==> src/rtl/parity_word_packer_pkg.sv <==
// rtl/parity_word_packer_pkg.sv - shared constants, widths and occupancy type for the parity word packer
package parity_word_packer_pkg;

  localparam int PWP_W_DEF     = 8;
  localparam int PWP_DEPTH_DEF = 2;

  // Counter/pointer width for a modulus n; never narrower than one bit.
  function automatic int pwp_cnt_w(input int n);
    return (n > 1) ? $clog2(n) : 1;
  endfunction

  localparam int PWP_LVL_W_DEF = pwp_cnt_w(PWP_DEPTH_DEF) + 1;

  typedef logic [PWP_LVL_W_DEF-1:0] pwp_lvl_t;

endpackage

==> src/rtl/parity_word_packer_if.sv <==
// rtl/parity_word_packer_if.sv - output word handshake bundle; WPAR present only with PACK_WPAR_EN
interface parity_word_packer_if
  import parity_word_packer_pkg::*;
#(
  parameter int W     = PWP_W_DEF,
  parameter int DEPTH = PWP_DEPTH_DEF
);

  localparam int LVL_W = pwp_cnt_w(DEPTH) + 1;

  logic [W-1:0]     WORD;
  logic             VALID;
  logic             READY;
  logic             OVF;
  logic [LVL_W-1:0] LVL;
`ifdef PACK_WPAR_EN
  logic             WPAR;

  modport master (output WORD, VALID, OVF, LVL, WPAR, input READY);
  modport slave  (input WORD, VALID, OVF, LVL, WPAR, output READY);
`else
  modport master (output WORD, VALID, OVF, LVL, input READY);
  modport slave  (input WORD, VALID, OVF, LVL, output READY);
`endif

endinterface

==> src/rtl/parity_word_packer_fifo.sv <==
// rtl/parity_word_packer_fifo.sv - pwp_fifo: synchronous FIFO with level, full/empty and zeroed head when empty
module pwp_fifo
  import parity_word_packer_pkg::*;
#(
  parameter int DW    = 8,
  parameter int DEPTH = PWP_DEPTH_DEF
) (
  input  logic                        C,
  input  logic                        NR,
  input  logic                        push,
  input  logic                        pop,
  input  logic [DW-1:0]               din,
  output logic [DW-1:0]               dout,
  output logic                        full,
  output logic                        empty,
  output logic [pwp_cnt_w(DEPTH):0]   level
);

  localparam int PW = pwp_cnt_w(DEPTH);
  localparam int LW = PW + 1;

  logic [DW-1:0] mem_q [DEPTH];
  logic [DW-1:0] mem_d [DEPTH];
  logic [PW-1:0] wr_q, wr_d, rd_q, rd_d;
  logic [LW-1:0] cnt_q, cnt_d;
  logic          do_push, do_pop;

  assign empty   = (cnt_q == '0);
  assign full    = (cnt_q == LW'(DEPTH));
  assign do_pop  = pop & ~empty;
  // A simultaneous pop frees the head slot, so a full FIFO can still accept.
  assign do_push = push & (~full | do_pop);
  assign dout    = empty ? '0 : mem_q[rd_q];
  assign level   = cnt_q;

  always_comb begin
    mem_d = mem_q;
    wr_d  = wr_q;
    rd_d  = rd_q;
    cnt_d = cnt_q;
    if (do_push) begin
      mem_d[wr_q] = din;
      wr_d        = wr_q + PW'(1);
    end
    if (do_pop) begin
      rd_d = rd_q + PW'(1);
    end
    case ({do_push, do_pop})
      2'b10:   cnt_d = cnt_q + LW'(1);
      2'b01:   cnt_d = cnt_q - LW'(1);
      default: cnt_d = cnt_q;
    endcase
  end

  always_ff @(posedge C or negedge NR) begin
    if (!NR) begin
      for (int i = 0; i < DEPTH; i++) begin
        mem_q[i] <= '0;
      end
      wr_q  <= '0;
      rd_q  <= '0;
      cnt_q <= '0;
    end else begin
      mem_q <= mem_d;
      wr_q  <= wr_d;
      rd_q  <= rd_d;
      cnt_q <= cnt_d;
    end
  end

endmodule

==> src/rtl/parity_word_packer.sv <==
// rtl/parity_word_packer.sv - packs strobed parity bits LSB-first into W-bit words buffered in pwp_fifo; PACK_WPAR_EN adds per-word XOR output WPAR
module parity_word_packer
  import parity_word_packer_pkg::*;
#(
  parameter int W     = PWP_W_DEF,
  parameter int DEPTH = PWP_DEPTH_DEF
) (
  input  logic                   C,
  input  logic                   NR,
  input  logic                   D,
  input  logic                   S,
  input  logic                   CLR,
  parity_word_packer_if.master   bus
);

  localparam int CNT_W = pwp_cnt_w(W);
  localparam int LVL_W = pwp_cnt_w(DEPTH) + 1;
`ifdef PACK_WPAR_EN
  localparam int DW = W + 1;
`else
  localparam int DW = W;
`endif

  logic [CNT_W-1:0] bitcnt_q, bitcnt_d;
  logic [W-1:0]     shreg_q, shreg_d;
  logic [W-1:0]     push_word;
  logic             ovf_q, ovf_d;
  logic             push, pop, full, empty;
  logic [DW-1:0]    push_data, head_data;
  logic [LVL_W-1:0] level;

  assign pop = bus.READY & ~empty;

  always_comb begin
    bitcnt_d            = bitcnt_q;
    shreg_d             = shreg_q;
    ovf_d               = ovf_q;
    push                = 1'b0;
    push_word           = shreg_q;
    push_word[bitcnt_q] = D;
    if (CLR) begin
      bitcnt_d = '0;
      shreg_d  = '0;
      ovf_d    = 1'b0;
    end else if (S) begin
      if (bitcnt_q == CNT_W'(W - 1)) begin
        push     = 1'b1;
        bitcnt_d = '0;
        shreg_d  = '0;
        // Dropped word: the FIFO ignores the push, only the flag records it.
        if (full && !pop) begin
          ovf_d = 1'b1;
        end
      end else begin
        bitcnt_d = bitcnt_q + CNT_W'(1);
        shreg_d  = push_word;
      end
    end
  end

  always_ff @(posedge C or negedge NR) begin
    if (!NR) begin
      bitcnt_q <= '0;
      shreg_q  <= '0;
      ovf_q    <= 1'b0;
    end else begin
      bitcnt_q <= bitcnt_d;
      shreg_q  <= shreg_d;
      ovf_q    <= ovf_d;
    end
  end

`ifdef PACK_WPAR_EN
  assign push_data = {^push_word, push_word};
  assign bus.WPAR  = head_data[W];
`else
  assign push_data = push_word;
`endif

  pwp_fifo #(
    .DW    (DW),
    .DEPTH (DEPTH)
  ) u_fifo (
    .C     (C),
    .NR    (NR),
    .push  (push),
    .pop   (pop),
    .din   (push_data),
    .dout  (head_data),
    .full  (full),
    .empty (empty),
    .level (level)
  );

  assign bus.WORD  = head_data[W-1:0];
  assign bus.VALID = ~empty;
  assign bus.OVF   = ovf_q;
  assign bus.LVL   = level;

endmodule
==> src/flat_wrapper.sv <==
// flat-port wrapper written by rule: the top's interface ports become plain ports
module parity_word_packer_flat import parity_word_packer_pkg::*;
#(
  parameter int W     = PWP_W_DEF,
  parameter int DEPTH = PWP_DEPTH_DEF
)
  (C, NR, D, S, CLR, bus_WORD, bus_VALID, bus_OVF, bus_LVL, bus_READY);
  parity_word_packer_if #(.W(W), .DEPTH(DEPTH)) bus_i ();
  input  logic C;
  input  logic NR;
  input  logic D;
  input  logic S;
  input  logic CLR;
  output wire logic [$bits(bus_i.WORD)-1:0] bus_WORD;
  output wire logic [$bits(bus_i.VALID)-1:0] bus_VALID;
  output wire logic [$bits(bus_i.OVF)-1:0] bus_OVF;
  output wire logic [$bits(bus_i.LVL)-1:0] bus_LVL;
  input wire logic [$bits(bus_i.READY)-1:0] bus_READY;
  assign bus_WORD = bus_i.WORD;
  assign bus_VALID = bus_i.VALID;
  assign bus_OVF = bus_i.OVF;
  assign bus_LVL = bus_i.LVL;
  assign bus_i.READY = bus_READY;
  parity_word_packer #(.W(W), .DEPTH(DEPTH)) u_core (.C(C), .NR(NR), .D(D), .S(S), .CLR(CLR), .bus(bus_i));
endmodule
==> config.mk <==
export PLATFORM = sky130hd
export DESIGN_NAME = parity_word_packer_flat
export DESIGN_NICKNAME = d
export VERILOG_FILES = /design/src/rtl/parity_word_packer_pkg.sv /design/src/rtl/parity_word_packer_if.sv /design/src/rtl/parity_word_packer_fifo.sv /design/src/rtl/parity_word_packer.sv /design/src/flat_wrapper.sv
export SDC_FILE = /design/constraint.sdc
export NUM_CORES = 1
export LEC_CHECK = 0
export ABC_AREA = 1
export ABC_CLOCK_PERIOD_IN_PS = 4050
export BUFFER_PORTS_ARGS = -buffer_cell sky130_fd_sc_hd__buf_4
export CORE_UTILIZATION = 50
export CTS_CLUSTER_DIAMETER = 50
export DETAILED_ROUTE_END_ITERATION = 8
export PLACE_DENSITY_LB_ADDON = 0.2
export RECOVER_POWER = 50
export SETUP_SLACK_MARGIN = 0.1
export SYNTH_ARGS = -nofsm -noshare
export SYNTH_HDL_FRONTEND = slang
export SYNTH_SLANG_ARGS = --single-unit
==> constraint.sdc <==
create_clock -name C -period 4.05 [get_ports C]
set_clock_uncertainty 0.1 [all_clocks]
set_input_delay 0.2025 -clock C [delete_from_list [all_inputs] [get_ports C]]
set_output_delay 0.2025 -clock C [all_outputs]
set_load 0.03 [all_outputs]
* After elaboration in Yosys (flattened, before gate mapping)
Index checks and enable logic that the tools add are counted.
** Cells by class
- Muxes and demuxes :: 24
- Bitwise operators :: 8
- Reduce and logical (&&, ||, !) cells :: 10
- $lt $le $gt $ge :: 5
- Multiply operators :: 0
- Eq/ne operators :: 4
- $add $sub $neg :: 5
- Shift operators :: 0
- Div/mod/pow operators :: 0
** Operators with widths (number)
- 8-bit 2-to-1 mux :: 8
- 16-bit bitwise mux :: 1
- 3-bit 2-to-1 mux :: 3
- 8-bit bitwise mux :: 1
- 8-bit demux with 1-bit select :: 1
- 1-bit 2-to-1 mux :: 8
- 2-bit nonzero test :: 4
- 2-bit equality test, second input constant :: 2
- 2-bit greater-or-equal comparator, second input constant :: 2
- 3-bit by 4-bit less-than comparator with 1-bit output, second input constant :: 1
- 1-bit NOT with 2-bit output :: 2
- 2-bit case mux with 2 select lines :: 1
- 3-bit by 1-bit adder with 3-bit output, second input constant :: 1
- 1-bit bitwise AND :: 3
- 1-bit demux with 3-bit select :: 1
- 3-bit equality test, second input constant :: 1
- 3-bit by 1-bit greater-or-equal comparator with 1-bit output, second input constant :: 1
- 1-bit logical AND :: 3
- 3-bit AND reduction :: 1
- 1-bit adder, second input constant :: 2
- 2-bit by 1-bit adder with 2-bit output, second input constant :: 1
- 2-bit by 1-bit equality test with 1-bit output, second input constant :: 1
- 2-bit zero test :: 1
- 2-bit by 1-bit less-than comparator with 1-bit output, second input constant :: 1
- 4 further kinds :: 5
** Word-level totals
- Bits in writable memories :: 0
- Output and inout bits :: 12
- Register bits after elaboration :: 32
- Input bits :: 6
- Memory bits (read-only) :: 0
- Memories :: 0
- Latch bits :: 0

* Depth between registers and ports, before layout
- Depth after elaboration :: 9
- Mapped depth :: 9

* Hierarchy
A second synthesis with hierarchy kept.
** Unflattened totals
- Cell total of the unflattened synthesis :: 221
- Area, all modules :: 1805.5 sq um
** Modules (own cells, without submodules)
- pwp_fifo :: seq. area each 500.5 sq um, area an instance 1027.2 sq um, times used 1, cells an instance 115
- parity_word_packer :: seq. area each 300.3 sq um, area an instance 778.2 sq um, times used 1, cells an instance 106

* Worst setup path before layout
Ideal clock, no wire load.
- Path type :: register -> output
- Start point :: register u_core.u_fifo.cnt_q[0] (netlist: u_core.u_fifo.level[0])
- End point :: output port bus_WORD[0]
- Path buffers :: 0
- Data arrival time :: 1.687 ns
- Cell stages (with the launch flop) :: 5
- Path slack :: 2.060 ns
- Cells stage by stage :: dfrtp_1 > inv_1 > nand2_1 > o21ai_0 > a21oi_1
** On the way
- Word-level cells in the longest chain between the ends :: 2
** Ends and longest elaborated chain
- start: declaration :: RTL line parity_word_packer_fifo.sv:25 : logic [LW-1:0] cnt_q, cnt_d;
- start signal: assignment :: RTL line parity_word_packer_fifo.sv:67 : cnt_q <= cnt_d;
- 2-bit zero test :: RTL line parity_word_packer_fifo.sv:28 : assign empty = (cnt_q == '0);
- 8-bit 2-to-1 mux :: RTL line parity_word_packer_fifo.sv:33 : assign dout = empty ? '0 : mem_q[rd_q];
- end: declaration :: RTL line flat_wrapper.sv:14 : output wire logic [$bits(bus_i.WORD)-1:0] bus_WORD;
Every way passes these cells.

==> results.json <==
{
  "ir_worst_vdd_uv": 172,
  "min_period_ns": 1.93,
  "seq_power_share_pct": 40.8,
  "die_w_um": 58.6,
  "yosysSeqAreaShare_pct": 49.9,
  "cap_violations": 1,
  "antenna_found_initial": 0,
  "path_class": "in -> async",
  "dpl_cell_area_sq_um": 1760,
  "port_buffers": 17,
  "cts_root_buf": "clkbuf_4",
  "p_int_uw": 528,
  "io_pins": 18,
  "status": "finished, violations left",
  "fmax_mhz": 519,
  "combPwrFrac_pct": 41.2,
  "rsz0062_at_grt": "no",
  "antenna_cells": 0,
  "slowest_delay_ns": 1.22,
  "drc": 0,
  "avgSynthCellArea_sq_um": 8.06,
  "fp-row-count": 20,
  "dr.pass1.iters": 4,
  "maxSlewViolCount": 33,
  "ys_ff_latch": 32,
  "clkTransAtPathRegs_ns": 0.09,
  "p_switching_uw": 399,
  "wl_per_cell_um": 12.1,
  "whs_ns": 0.0887,
  "synth_fp_nets": 207,
  "cts_sinks": 32,
  "cp_num_buf_inv": 2,
  "cts_made_buffers": 5,
  "viasPerCell": 5.03,
  "p_leak_uw": 0.000902,
  "post-route-period-util_pct": 47.6,
  "hpwl_um": 2300,
  "use_met3_pct": 5.93,
  "dr.first_iter.drc_count": 52,
  "gp_congestion": 0.838,
  "grt_max_degree": 33,
  "cts_tree": "yes",
  "use_met1_pct": 29.3,
  "clockPowerShare_pct": 18.0,
  "clock_latency_ns": 0.33,
  "setup_viol": 0,
  "die_h_um": 58.6,
  "cts_repair_resize_count": 0,
  "use_met2_pct": 33.5,
  "required_ns": 4.08,
  "end_kind": "asynchronous set/reset pin",
  "p_sw_share_pct": 43.0,
  "r2r_slack_ns": 2.33,
  "h-tree-depth": 2,
  "start_kind": "primary input",
  "die-area_sq_um": 3440,
  "yosysWarningCount": 0,
  "area_growth_pct": 12.5,
  "final_hold_viol_count": 0,
  "finalInstanceArea_sq_um": 1800,
  "holdCritPathClass": "in -> reg",
  "power_density_nw_per_um2": 514,
  "start_util_pct": 52.5,
  "drive_above_1_share_pct": 14.0,
  "max-slew-margin-rel_pct": -13.1,
  "core_area_sq_um": 3050,
  "layout.nets": 229,
  "synth.distinct_cells": 21,
  "worstPathArrival_ns": 1.96,
  "grt_pass1_vias": 1179,
  "syn_area_sq_um": 1600,
  "grt_usage_pct": 21.6,
  "worst_slew_pin_slew_ns": 1.70,
  "overflow": 0,
  "cp_max_fo": 32,
  "grt_pass1_wl_um": 5440,
  "cp_cell_sequence": "dlygate4sd3_1, clkbuf_1",
  "critPathTopFamily": "buffers and inverters",
  "routed-via-count": 1333,
  "cp_slowest_cell": "clkbuf_1",
  "ctsLongestPathBuffers": 2,
  "syn_inst": 199,
  "top_usage_layer": "met2",
  "tns_ns": 0,
  "wirelength_um": 3190,
  "violations": "capacitance limit, slew limit",
  "final_antenna_net_count": 0
}
## cell families after synthesis
kind of cell	synth area share, %
adders and majority gates	1.56
AOI/OAI and AO/OA	14.2
buffers and inverters	7.80
DFF	49.9
xor gates and xnor gates	0.546
and+or+nand+nor	26.0
## layout by cell type, fill, tap and decap left out
master / count
nand3_2: 1
nor2_4: 1
xor2_1: 1
o21ai_0: 34
nand2_1: 65
clkbuf_1: 5
or2_2: 1
clkinv_1: 1
clkbuf_4: 5
o21ai_2: 2
nand2_2: 3
inv_1: 25
nand2_4: 1
nand3_1: 12
inv_2: 1
clkinv_2: 1
nor2_8: 2
a21oi_1: 8
nor2_1: 4
dlygate4sd3_1: 1
buf_4: 13
ha_1: 2
dfrtp_1: 32
## synth_stat cells
| cell type | count | area [sq um] |
|---|---|---|
| nand2_1 | 65 | 244 |
| o21ai_0 | 34 | 170 |
| dfrtp_1 | 32 | 801 |
| inv_1 | 25 | 93.8 |
| nand3_1 | 12 | 60.1 |
| a21oi_1 | 8 | 40.0 |
| nor2_1 | 4 | 15.0 |
| nand2_2 | 3 | 18.8 |
| ha_1 | 2 | 25.0 |
| nor2_8 | 2 | 40.0 |
| o21ai_2 | 2 | 17.5 |
| buf_2 | 1 | 5.00 |
| buf_8 | 1 | 15.0 |
| clkbuf_1 | 1 | 3.75 |
| clkinv_1 | 1 | 3.75 |
| inv_2 | 1 | 3.75 |
| nand2_4 | 1 | 11.3 |
| nand3_2 | 1 | 10.0 |
| nor2_4 | 1 | 11.3 |
| or2_2 | 1 | 6.26 |
| xor2_1 | 1 | 8.76 |
## sequential cells by signal, summed over array words and instances (netlist names)
signal,flops
u_core.bitcnt_q,3
u_core.bus.OVF,1
u_core.shreg_q,8
u_core.u_fifo.level,2
u_core.u_fifo.mem_q,16
u_core.u_fifo.rd_q,1
u_core.u_fifo.wr_q,1
## per-stage QoR
stage	setup WS (ns)	std cells	utilization, %	total power, uW
final	2.12	265	59.1	927
after global routing	1.80	265	59.1	985
after CTS	2.14	265	59.6	944
after detailed placement	2.33	257	57.7	776
after global placement	2.38	257	57.7	770
after floorplan	2.06	199	-	635
## layer usage
| metal | wire (um) | share of wire [%] | up-vias |
|---|---|---|---|
| met2 | 1460 | 46 | 29 |
| met5 | 0 | 0 | - |
| met4 | 41 | 1.3 | 0 |
| li1 | - | - | 674 |
| met3 | 156 | 4.9 | 6 |
| met1 | 1540 | 48 | 624 |
## layout make-up
type	instances	area [sq um]
flip-flops and latches	32	801
clock buffers	6	41.3
multi-input cells	137	678
inverters	27	101
repair buffers	18	123
fillers	284	1250
well taps	44	55.1
clock inverters	1	5.00
## path summary, 6_finish.rpt
path | from | to | cells past startpoint
hold reg to reg | u_core.u_fifo.mem_q[10] | u_core.u_fifo.mem_q[10] | 2
min in group asynchronous | NR | u_core.u_fifo.mem_q[0] | 2
setup reg to reg | u_core.bitcnt_q[1] | u_core.u_fifo.mem_q[3] | 8
hold / removal | S | u_core.bitcnt_q[1] | 3
max in group C | u_core.u_fifo.level[0] | bus_WORD[0] | 5
setup / recovery | NR | u_core.u_fifo.level[0] | 2
## power by group through the flow
| stage | clock network [uW] | registers (uW) | logic [uW] |
|---|---|---|---|
| finish | 167 | 378 | 383 |
| global route | 185 | 385 | 415 |
| CTS | 173 | 378 | 394 |
| detailed placement | 0 | 384 | 392 |
| global placement | 0 | 383 | 387 |
| floorplan | 0 | 387 | 249 |
## repair_timing
item,CTS,global route
setup buffers,0,0
hold buffers,1,0
hold endpoints to repair,32,0
(Power assumes the default switching activity.)
